--- config.mk ---
export PLATFORM = sky130hd
export DESIGN_NAME = i2c_slave_regs
export DESIGN_NICKNAME = d
export VERILOG_FILES = /design/src/rtl/i2c_pkg.sv /design/src/rtl/i2c_bus_filter.sv /design/src/rtl/i2c_slave_regs.sv
export SDC_FILE = /design/constraint.sdc
export NUM_CORES = 1
export LEC_CHECK = 0
export CAP_MARGIN = 20
export CORE_MARGIN = 2
export CORE_UTILIZATION = 55
export DETAILED_ROUTE_END_ITERATION = 8
export GPL_TIMING_DRIVEN = 0
export PLACE_DENSITY = 0.8
export SYNTH_ARGS = -nofsm -noshare
export SYNTH_HDL_FRONTEND = slang
export SYNTH_SLANG_ARGS = --single-unit
--- constraint.sdc ---
create_clock -name clk -period 2.6 [get_ports clk]
set_input_delay 0.52 -clock clk [delete_from_list [all_inputs] [get_ports clk]]
set_output_delay 0.52 -clock clk [all_outputs]
set_load 0.01 [all_outputs]
--- src/rtl/i2c_pkg.sv ---
// Shared definitions for the system-clocked I2C target: FSM states,
// bus-level constants and the address-compare helper.
package i2c_pkg;

    typedef enum logic [3:0] {
        ST_IDLE     = 4'd0,
        ST_ADDR     = 4'd1,
        ST_ACK_ADDR = 4'd2,
        ST_PTR      = 4'd3,
        ST_ACK_PTR  = 4'd4,
        ST_WR_BYTE  = 4'd5,
        ST_ACK_WR   = 4'd6,
        ST_RD_BYTE  = 4'd7,
        ST_RD_ACK   = 4'd8,
        ST_IGNORE   = 4'd9
    } i2c_state_e;

    localparam logic I2C_ACK  = 1'b0;
    localparam logic I2C_NACK = 1'b1;
    localparam logic I2C_RD   = 1'b1;
    localparam logic I2C_WR   = 1'b0;

    // Upper seven bits of the address frame select the device.
    function automatic logic addr_match(input logic [7:0] frame, input logic [6:0] own);
        return (frame[7:1] == own);
    endfunction

endpackage

--- src/rtl/i2c_bus_filter.sv ---
// SCL/SDA front end: two-stage synchroniser, FILT-sample glitch filter,
// SCL edge strobes and START/STOP detection, all in the clk domain.
module i2c_bus_filter #(
    parameter int FILT = 3
) (
    input  logic clk,
    input  logic rst,
    input  logic scl_i,
    input  logic sda_i,
    output logic sda_lvl,
    output logic scl_rise,
    output logic scl_fall,
    output logic start_det,
    output logic stop_det
);

    localparam int CW = (FILT > 1) ? $clog2(FILT) : 1;

    // Index 0 is SCL, index 1 is SDA. Idle bus level is high.
    logic [1:0]    meta_r;
    logic [1:0]    sync_r;
    logic [1:0]    lvl_r;
    logic [1:0]    prev_r;
    logic [CW-1:0] cnt_r [2];

    // Two-flop synchroniser for the asynchronous pad inputs.
    always_ff @(posedge clk) begin
        if (rst) begin
            meta_r <= 2'b11;
            sync_r <= 2'b11;
        end else begin
            meta_r <= {sda_i, scl_i};
            sync_r <= meta_r;
        end
    end

    // Filtered level follows the synchronised input only after FILT equal samples.
    always_ff @(posedge clk) begin
        if (rst) begin
            lvl_r    <= 2'b11;
            prev_r   <= 2'b11;
            cnt_r[0] <= {CW{1'b0}};
            cnt_r[1] <= {CW{1'b0}};
        end else begin
            prev_r <= lvl_r;
            for (int i = 0; i < 2; i++) begin
                if (sync_r[i] == lvl_r[i]) begin
                    cnt_r[i] <= {CW{1'b0}};
                end else if (cnt_r[i] == CW'(FILT - 1)) begin
                    lvl_r[i] <= sync_r[i];
                    cnt_r[i] <= {CW{1'b0}};
                end else begin
                    cnt_r[i] <= cnt_r[i] + CW'(1);
                end
            end
        end
    end

    assign sda_lvl   = lvl_r[1];
    assign scl_rise  = lvl_r[0] & ~prev_r[0];
    assign scl_fall  = ~lvl_r[0] & prev_r[0];
    // SCL must be high before and after the SDA transition.
    assign start_det = prev_r[1] & ~lvl_r[1] & lvl_r[0] & prev_r[0];
    assign stop_det  = ~prev_r[1] & lvl_r[1] & lvl_r[0] & prev_r[0];

endmodule

--- src/rtl/i2c_slave_regs.sv ---
// I2C target exposing a 2^REG_AW byte register bank: pointer byte then
// burst writes, or burst reads from the pointer, with auto-increment.
module i2c_slave_regs #(
    parameter int REG_AW = 4,
    parameter int FILT   = 3
) (
    input  logic              clk,
    input  logic              rst,
    input  logic [6:0]        addr,
    input  logic              scl_i,
    input  logic              sda_i,
    output logic              sda_oe,
    output logic              wr_en,
    output logic [REG_AW-1:0] wr_addr,
    output logic [7:0]        wr_data,
    output logic [REG_AW-1:0] rd_addr,
    input  logic [7:0]        rd_data,
    output logic              rd_strobe,
    output logic              busy,
    output logic              done
);

    import i2c_pkg::*;

    logic sda_lvl_s;
    logic scl_rise_s;
    logic scl_fall_s;
    logic start_s;
    logic stop_s;

    i2c_bus_filter #(.FILT(FILT)) u_filter (
        .clk       (clk),
        .rst       (rst),
        .scl_i     (scl_i),
        .sda_i     (sda_i),
        .sda_lvl   (sda_lvl_s),
        .scl_rise  (scl_rise_s),
        .scl_fall  (scl_fall_s),
        .start_det (start_s),
        .stop_det  (stop_s)
    );

    i2c_state_e        state_r, state_nx_s;
    logic [2:0]        bit_cnt_r, bit_cnt_nx_s;
    logic [7:0]        shift_r, shift_nx_s;
    logic [7:0]        tx_r, tx_nx_s;
    logic [REG_AW-1:0] ptr_r, ptr_nx_s;
    // In ACK states: ACK already driven. In RD_ACK: master acknowledged.
    logic              slot_r, slot_nx_s;
    logic              rw_r, rw_nx_s;
    logic              sda_oe_nx_s;
    logic              wr_en_nx_s;
    logic [REG_AW-1:0] wr_addr_nx_s;
    logic [7:0]        wr_data_nx_s;
    logic              rd_strobe_nx_s;
    logic              busy_nx_s;
    logic              done_nx_s;
    logic [7:0]        shifted_s;

    assign shifted_s = {shift_r[6:0], sda_lvl_s};
    assign rd_addr   = ptr_r;

    // Next-state and next-output decode, driven by bus events.
    always_comb begin
        state_nx_s     = state_r;
        bit_cnt_nx_s   = bit_cnt_r;
        shift_nx_s     = shift_r;
        tx_nx_s        = tx_r;
        slot_nx_s      = slot_r;
        rw_nx_s        = rw_r;
        sda_oe_nx_s    = sda_oe;
        wr_en_nx_s     = 1'b0;
        wr_addr_nx_s   = wr_addr;
        wr_data_nx_s   = wr_data;
        rd_strobe_nx_s = 1'b0;
        busy_nx_s      = busy;
        done_nx_s      = 1'b0;
        // The pointer advances while rd_strobe is high so rd_addr/rd_data
        // still describe the captured byte during the strobe.
        if (rd_strobe) begin
            ptr_nx_s = ptr_r + REG_AW'(1);
        end else begin
            ptr_nx_s = ptr_r;
        end

        if (stop_s) begin
            state_nx_s  = ST_IDLE;
            sda_oe_nx_s = 1'b0;
            busy_nx_s   = 1'b0;
            done_nx_s   = busy;
        end else if (start_s) begin
            state_nx_s   = ST_ADDR;
            bit_cnt_nx_s = 3'd0;
            sda_oe_nx_s  = 1'b0;
        end else if (scl_rise_s) begin
            case (state_r)
                ST_ADDR, ST_PTR, ST_WR_BYTE: begin
                    shift_nx_s   = shifted_s;
                    bit_cnt_nx_s = bit_cnt_r + 3'd1;
                    slot_nx_s    = 1'b0;
                    if (bit_cnt_r != 3'd7) begin
                        state_nx_s = state_r;
                    end else if (state_r == ST_ADDR) begin
                        if (addr_match(shifted_s, addr)) begin
                            state_nx_s = ST_ACK_ADDR;
                            rw_nx_s    = shifted_s[0];
                            busy_nx_s  = 1'b1;
                        end else begin
                            state_nx_s = ST_IGNORE;
                        end
                    end else if (state_r == ST_PTR) begin
                        ptr_nx_s   = shifted_s[REG_AW-1:0];
                        state_nx_s = ST_ACK_PTR;
                    end else begin
                        wr_en_nx_s   = 1'b1;
                        wr_addr_nx_s = ptr_r;
                        wr_data_nx_s = shifted_s;
                        ptr_nx_s     = ptr_r + REG_AW'(1);
                        state_nx_s   = ST_ACK_WR;
                    end
                end
                ST_RD_BYTE: begin
                    tx_nx_s      = {tx_r[6:0], 1'b0};
                    bit_cnt_nx_s = bit_cnt_r + 3'd1;
                    if (bit_cnt_r == 3'd7) begin
                        state_nx_s = ST_RD_ACK;
                        slot_nx_s  = 1'b0;
                    end else begin
                        state_nx_s = ST_RD_BYTE;
                    end
                end
                ST_RD_ACK: begin
                    if (sda_lvl_s == I2C_ACK) begin
                        slot_nx_s = 1'b1;
                    end else begin
                        state_nx_s = ST_IGNORE;
                    end
                end
                default: begin
                    state_nx_s = state_r;
                end
            endcase
        end else if (scl_fall_s) begin
            case (state_r)
                ST_ACK_ADDR, ST_ACK_PTR, ST_ACK_WR: begin
                    if (!slot_r) begin
                        sda_oe_nx_s = 1'b1;
                        slot_nx_s   = 1'b1;
                    end else if (state_r == ST_ACK_ADDR && rw_r == I2C_RD) begin
                        tx_nx_s        = rd_data;
                        sda_oe_nx_s    = ~rd_data[7];
                        rd_strobe_nx_s = 1'b1;
                        bit_cnt_nx_s   = 3'd0;
                        state_nx_s     = ST_RD_BYTE;
                    end else if (state_r == ST_ACK_ADDR && rw_r == I2C_WR) begin
                        sda_oe_nx_s  = 1'b0;
                        bit_cnt_nx_s = 3'd0;
                        state_nx_s   = ST_PTR;
                    end else begin
                        sda_oe_nx_s  = 1'b0;
                        bit_cnt_nx_s = 3'd0;
                        state_nx_s   = ST_WR_BYTE;
                    end
                end
                ST_RD_BYTE: begin
                    sda_oe_nx_s = ~tx_r[7];
                end
                ST_RD_ACK: begin
                    if (slot_r) begin
                        tx_nx_s        = rd_data;
                        sda_oe_nx_s    = ~rd_data[7];
                        rd_strobe_nx_s = 1'b1;
                        bit_cnt_nx_s   = 3'd0;
                        state_nx_s     = ST_RD_BYTE;
                    end else begin
                        sda_oe_nx_s = 1'b0;
                    end
                end
                default: begin
                    state_nx_s = state_r;
                end
            endcase
        end else begin
            state_nx_s = state_r;
        end
    end

    // State, datapath and registered outputs.
    always_ff @(posedge clk) begin
        if (rst) begin
            state_r   <= ST_IDLE;
            bit_cnt_r <= 3'd0;
            shift_r   <= 8'h00;
            tx_r      <= 8'h00;
            ptr_r     <= {REG_AW{1'b0}};
            slot_r    <= 1'b0;
            rw_r      <= 1'b0;
            sda_oe    <= 1'b0;
            wr_en     <= 1'b0;
            wr_addr   <= {REG_AW{1'b0}};
            wr_data   <= 8'h00;
            rd_strobe <= 1'b0;
            busy      <= 1'b0;
            done      <= 1'b0;
        end else begin
            state_r   <= state_nx_s;
            bit_cnt_r <= bit_cnt_nx_s;
            shift_r   <= shift_nx_s;
            tx_r      <= tx_nx_s;
            ptr_r     <= ptr_nx_s;
            slot_r    <= slot_nx_s;
            rw_r      <= rw_nx_s;
            sda_oe    <= sda_oe_nx_s;
            wr_en     <= wr_en_nx_s;
            wr_addr   <= wr_addr_nx_s;
            wr_data   <= wr_data_nx_s;
            rd_strobe <= rd_strobe_nx_s;
            busy      <= busy_nx_s;
            done      <= done_nx_s;
        end
    end

endmodule

[Yosys cells after proc, flatten, opt, wreduce, memory -nomap -nowiden]
Memory sizes are Yosys's and may differ from the RTL's.
Index checks and enable logic that the tools add are counted.
Word-level totals
  bits in registers: 53
  bits in writable memories: 4
  input bits: 19
  output and inout bits: 21
  word-level logic and storage cells: 198
  memories: 1
Memories
  u_filter.cnt_r: words 2, width 2, rd ports 2, clocked after Yosys merged registers in 0, wr ports 2, line i2c_bus_filter.sv:24  | logic [CW-1:0] cnt_r [2];
Operators by class
  add/sub/neg operators: 4
  equality and inequality tests: 30
  multiplexer cells: 81
  bitwise gates (word level): 31
  reduce and logical (&&, ||, !) cells: 31
Operators by type and width (count)
  4-bit 2-to-1 mux: 17
  8-bit 2-to-1 mux: 6
  1-bit 2-to-1 mux: 37
  7-bit AND reduction: 5
  3-bit 2-to-1 mux: 8
  3-bit != test, second input constant: 7
  1-bit NOT: 17
  4-bit by 3-bit == test with 1-bit output, second input constant: 4
  8-bit case mux with 2 select lines: 1
  3-bit nonzero test: 5
  2-bit 2-to-1 mux: 7
  4-bit != test, second input constant: 3
  4-bit case mux with 3 select lines: 1
  3-bit OR reduction: 3
  1-bit AND: 8
  4-bit by 2-bit == test with 1-bit output, second input constant: 2
  4-bit case mux with 2 select lines: 1
  8-bit AND reduction: 1
  4-bit OR reduction: 2
  7-bit == test: 1
  7-bit OR reduction: 1
  3-bit by 2-bit != test with 1-bit output, second input constant: 2
  1-bit OR: 6
  1-bit case mux with 3 select lines: 2
  other kinds (23): 30

[Depth between registers and ports, before layout]
  depth after elaboration: 9
  depth in mapped cells: 9
  mapped depth without buffers: 7

[Cells and area by module]
From an unflattened synthesis, not the netlist that was laid out.
Second synthesis, totals
  cell total of the unflattened synthesis: 316
  area, all modules: 2866.5 um2
By module, submodules not included
  i2c_slave_regs: times used 1, cells each 277, area each 2402.3 um2, seq. area each 900.9 um2
  i2c_bus_filter: times used 1, cells each 39, area each 464.2 um2, seq. area each 280.3 um2

[Worst setup path before layout]
No wires, ideal clock.
  path type: register -> register
  start point: register u_filter.lvl_r[0]
  end point: register bit_cnt_r[1]
  setup time: 0.071 ns
  data arrival time: 1.966 ns
  required time: 2.529 ns
  slack: 0.564 ns
  stages on the path, launching flop included: 8
  clock period less this slack: 2.036 ns
  cells stage by stage: dfxtp_1 ha_1 clkbuf_1 nand3b_1 o21a_1 o31a_1 or4b_1 a21oi_1
Between the ends
  word-level cells in the longest chain between the ends: 4
Ends and longest elaborated chain
  start, declared: line i2c_bus_filter.sv:22  | logic [1:0] lvl_r;
  start signal, assigned by index: line i2c_bus_filter.sv:50  | lvl_r[i] <= sync_r[i];
  1-bit AND, or another cell as far along: line i2c_bus_filter.sv:63  | assign start_det = prev_r[1] & ~lvl_r[1] & lvl_r[0] & prev_r[0];
  1-bit AND, on equally long branches: line i2c_bus_filter.sv:63, i2c_bus_filter.sv:61, i2c_bus_filter.sv:64
  3-bit by 2-bit != test with 1-bit output (no line), or another cell as far along
  5-bit AND reduction (no line)
  end signal, assigned: line i2c_slave_regs.sv:207  | bit_cnt_r <= bit_cnt_nx_s;
  end, declared: line i2c_slave_regs.sv:44  | logic [2:0] bit_cnt_r, bit_cnt_nx_s;
Parallel ways exist; a longest one is shown, timed or not.
A chain may end at the register's enable or synchronous reset.

[Worst setup path after layout]
  start point: register u_filter.lvl_r[0]
  end point: register bit_cnt_r[2]
The elaborated chain is that of the path after synthesis.

==> run summary <==
Across the VDD grid, the largest voltage drop is 0.000376 V. Summed over all failing endpoints, the final setup total negative slack is 0 ns. The number of filler instances in the final layout came out at 456. The share of synthesized area occupied by flip-flops and latches was 38.6%; the final non-filler cell total was 470.

The required time of the critical path was 2.87 ns; the first-pass GRT wire length was 13,000 microns. The worst setup path is launched from a flop. The library cell used most frequently in the layout, excluding fill and tap cells, is dfxtp_1. After the first detailed-routing iteration, the DRC count stood at 239. After the last flow step, the layout net total stands at 420.

The startpoint identified for the worst register-to-register timing path is u_filter.lvl_r[0]$_SDFFE_PP1N_. In this run the register-to-register setup slack is 0.14 ns. The number of antenna diodes in the final layout is 0. The logs give 0 for the max-slew violation total from the final report and 0.00306 sq mm for the synthesized cell area. The top cell types in the final layout, fill and taps aside, are dfxtp_1 (53), clkdlybuf4s50_1 (38), nor2_1 (29).

In this run the power spent charging and discharging nets is 0.442 mW. The type of the setup path with the least slack was reg2reg. The slew at the pin with the worst max-slew slack is 0.633 ns.

The run finished with clean final reports. The worst path in the final design needs a cycle of 2.46 ns, including I/O delays and setup. Summed over all layers, the routed wires come to 7840 microns. Registers are responsible for 46.6% of the overall power. The number of gates resized after CTS was 0. Setup violations remaining at the end of the flow were counted as 0.

Yosys printed 0 warnings. The worst min-delay path startpoint is u_filter.meta_r[0]$_SDFF_PP1_. In this run, synthesis produced a sequential element count of 57. The count of cells along the worst register-to-register path works out to 7. The initial core utilization was 56.2%; the maximum buffer depth of the clock tree was 2. The maximum clock frequency is 406 MHz, and the total overflow reported by the global router is 0. Dividing the detail-routed wire length by the instance count gives 16.7 microns. In this run the critical register-to-register path is captured at bit_cnt_r[2]$_SDFFE_PP0P_. Headroom to the max-slew limit came out at 57.5%.

The per-instance average area after synthesis works out to 8.97 sq um. Summing over every cut layer, the via total after detailed routing is 2,835. The tools report the clock tree root buffer cell as clkbuf_8. Final setup skew: 0.0104 ns. The design draws 1.93 mW. The period utilization came out at 94.7%. Dividing the detail-routed via count by the number of cells gives 6.03. Total clock buffers created by CTS: 9. During I/O placement, the number of pins put on the boundary was 40.

Measured along the x axis, the die boundary spans 78.6 microns. Endpoint with the worst hold slack: u_filter.sync_r[0]$_SDFF_PP1_. At the end of routability-driven placement, the weighted congestion stood at 0.911. For the count of max-cap constraint violations, the log shows 0. After detailed placement, the design holds a cell count of 454.

For the largest net degree at the start of global routing, the log shows 11. Number of antenna violations at the first check in global routing: 0. The synthesized netlist contains 67 unique library cells.

Synthesis produced 341 cells. The synthesis-to-finish area growth was 23.2%; the post-detailed-route count of antenna-violating nets was 0. Port buffering added 38 buffers. Data on the critical path arrives at its endpoint at 2.73 ns.

Setup repair after global routing could not meet its margin everywhere. Clock latency on the worst-skew pair, taken at its later pin, is 0.35 ns. The class of the tightest hold or removal check is reg2reg. The die footprint is 0.00617 sq mm, and the maximum fanout count along the critical path is 9. The logs give 57 for the number of clock sinks and 3 for the count of H-tree levels built during CTS. For the post-route worst hold slack, the log shows 0.410 ns. Yosys mapped a number of flops with a built-in enable equal to 4. Global routing used 26.9% of the available tracks across all layers. In this run the post-CTS setup repair buffer count came out at 0.

TritonCTS built the clock tree. Of the total power, the clock network draws 46.6%. The number of hold-slack violations in the final timing report was 0; the hold-fix buffer count after cts was 0.

The number of remaining DRC errors was 0. The worst hold path cell count was 1. Before antenna repair, the detailed router went through 5 iterations.

The run gives 5600 microns as the half-perimeter wire length after detailed placement. The post-route netlist has 9.80% of its cells at a drive strength greater than 1. Row generation in the floorplan step produced 27 rows. The total area inside the core boundary comes to 0.00544 sq mm. In this run switching power makes up 22.9% of total power. The worst setup path is captured at a flop. The cell-internal power was 1.49 mW.

The post-CTS clock slew at the launch and capture registers of the worst setup and hold paths was 0.07 ns; the share of power burned in combinational logic was 6.8%. The floorplan die height is 78.6 microns. The async set-or-reset flop fraction in the synthesized netlist is 0%.

The most used flip-flop cell after synthesis was dfxtp_1. For this design the static power due to leakage is 1.40 nW. The via count of the first global-routing pass is 2,641, and the ratio of total power to cell area is 513 mW/mm^2.
[kinds of logic (layout without fill, tap and decap cells)]
kind of cell	after synthesis	count (layout)	share of synthesized area, %
mux	22	22	7.20
fa+ha+maj	9	9	3.60
compound gates	72	72	17.2
simple gates	132	132	24.3
xor+xnor	15	15	4.30
other cells	1	4	0.123
buf+inv	33	87	4.62
flops	57	57	38.6
[per-layer routing]
| layer | track usage (%) | wire length (microns) |
|---|---|---|
| met5 | 0 | 0 |
| met4 | 7.19 | 128 |
| met3 | 6.21 | 413 |
| met2 | 45.1 | 3810 |
| met1 | 34.8 | 3490 |
[registers in the layout, summed over array words and instances, names as in the netlist, 2 cells and up]
name and flops:
u_filter.sync_r 2, bit_cnt_r 3, state_r 4, u_filter.meta_r 2
rd_addr 4, u_filter.lvl_r 2, u_filter.cnt_r 4, shift_r 7
tx_r 8, wr_addr 4, u_filter.prev_r 2, wr_data 8
[cell type report]
| type | instances | area [sq um] | share of cell area, % |
|---|---|---|---|
| buffer | 23 | 104 | 2.76 |
| clock buffer | 11 | 131 | 3.49 |
| clock inverter | 5 | 80.1 | 2.13 |
| inverter | 10 | 37.5 | 0.997 |
| multi-input combinational | 254 | 1760 | 46.8 |
| sequential | 57 | 1180 | 31.4 |
| tap | 72 | 90.1 | 2.39 |
| timing repair buffer | 38 | 380 | 10.1 |
[synthesized netlist by cell type (3+ instances only)]
cell type  instances  area, sq um
a31o_2             4         35.0
a31oi_1            4         25.0
or3_1              4         25.0
clkbuf_1          16         60.1
xnor2_1           13          114
and3_1             3         18.8
a31o_1             4         35.0
o21ai_0            9         45.0
a21o_1             3         22.5
inv_1             10         37.5
nand2_1           25         93.8
edfxtp_1           4          120
or2_2              6         37.5
buf_2              5         25.0
ha_1               8          100
nor3_1            11         55.1
mux2i_1           22          220
dfxtp_1           53         1060
nand4_1            3         18.8
nor2b_1            5         31.3
nand2b_1           5         31.3
nand3_1           13         65.1
nor4_1             4         25.0
nor2_1            29          109
a21oi_1           18         90.1
o211ai_1           4         30.0
[power by group through the flow]
| stage | Clock [mW] | Sequential, mW | Combinational (mW) |
|---|---|---|---|
| 3_3_place_gp | 0 | 0.920 | 0.128 |
| 2_1_floorplan | 0 | 0.918 | 0.0802 |
| 6_report | 0.902 | 0.901 | 0.131 |
| 4_1_cts | 0.906 | 0.901 | 0.130 |
| 3_5_place_dp | 0 | 0.920 | 0.129 |
| 5_1_grt | 0.936 | 0.902 | 0.144 |
[how the worst max path moves through the flow]
| stage | startpoint | endpoint | slack, ns | depth (start not counted) |
|---|---|---|---|---|
| 2_1_floorplan | u_filter.lvl_r[0]$_SDFFE_PP1N_ | bit_cnt_r[1]$_SDFFE_PP0P_ | 0.56 | 7 |
| 3_3_place_gp | bit_cnt_r[0]$_SDFFE_PP0P_ | wr_data[0]$_SDFFE_PP0P_ | 0.23 | 9 |
| 3_5_place_dp | bit_cnt_r[0]$_SDFFE_PP0P_ | wr_data[5]$_SDFFE_PP0P_ | 0.19 | 9 |
| 4_1_cts | u_filter.lvl_r[0]$_SDFFE_PP1N_ | rd_addr[2]$_SDFF_PP0_ | 0.15 | 6 |
| 5_1_grt | u_filter.lvl_r[0]$_SDFFE_PP1N_ | bit_cnt_r[2]$_SDFFE_PP0P_ | -0.04 | 7 |
| 6_report | u_filter.lvl_r[0]$_SDFFE_PP1N_ | bit_cnt_r[2]$_SDFFE_PP0P_ | 0.14 | 7 |
[per-stage QoR]
step	utilization (%)	worst slack, ns	cell area (sq um)
6_report	69.2	0.138	3770
5_1_grt	69.2	-0.0350	3770
4_1_cts	69.0	0.146	3750
3_5_place_dp	65.1	0.188	3540
3_3_place_gp	65.1	0.234	3540
2_1_floorplan	-	0.564	3070
[critical path, stage by stage (launching register included)]
cell      delay [ns]
dfxtp_1         0.50
ha_1            0.20
clkbuf_1        0.25
nand3b_1        0.29
o21a_1          0.20
o31a_1          0.31
or4b_1          0.49
a21oi_1         0.14
Note: power is estimated with default switching activity, not from simulation.
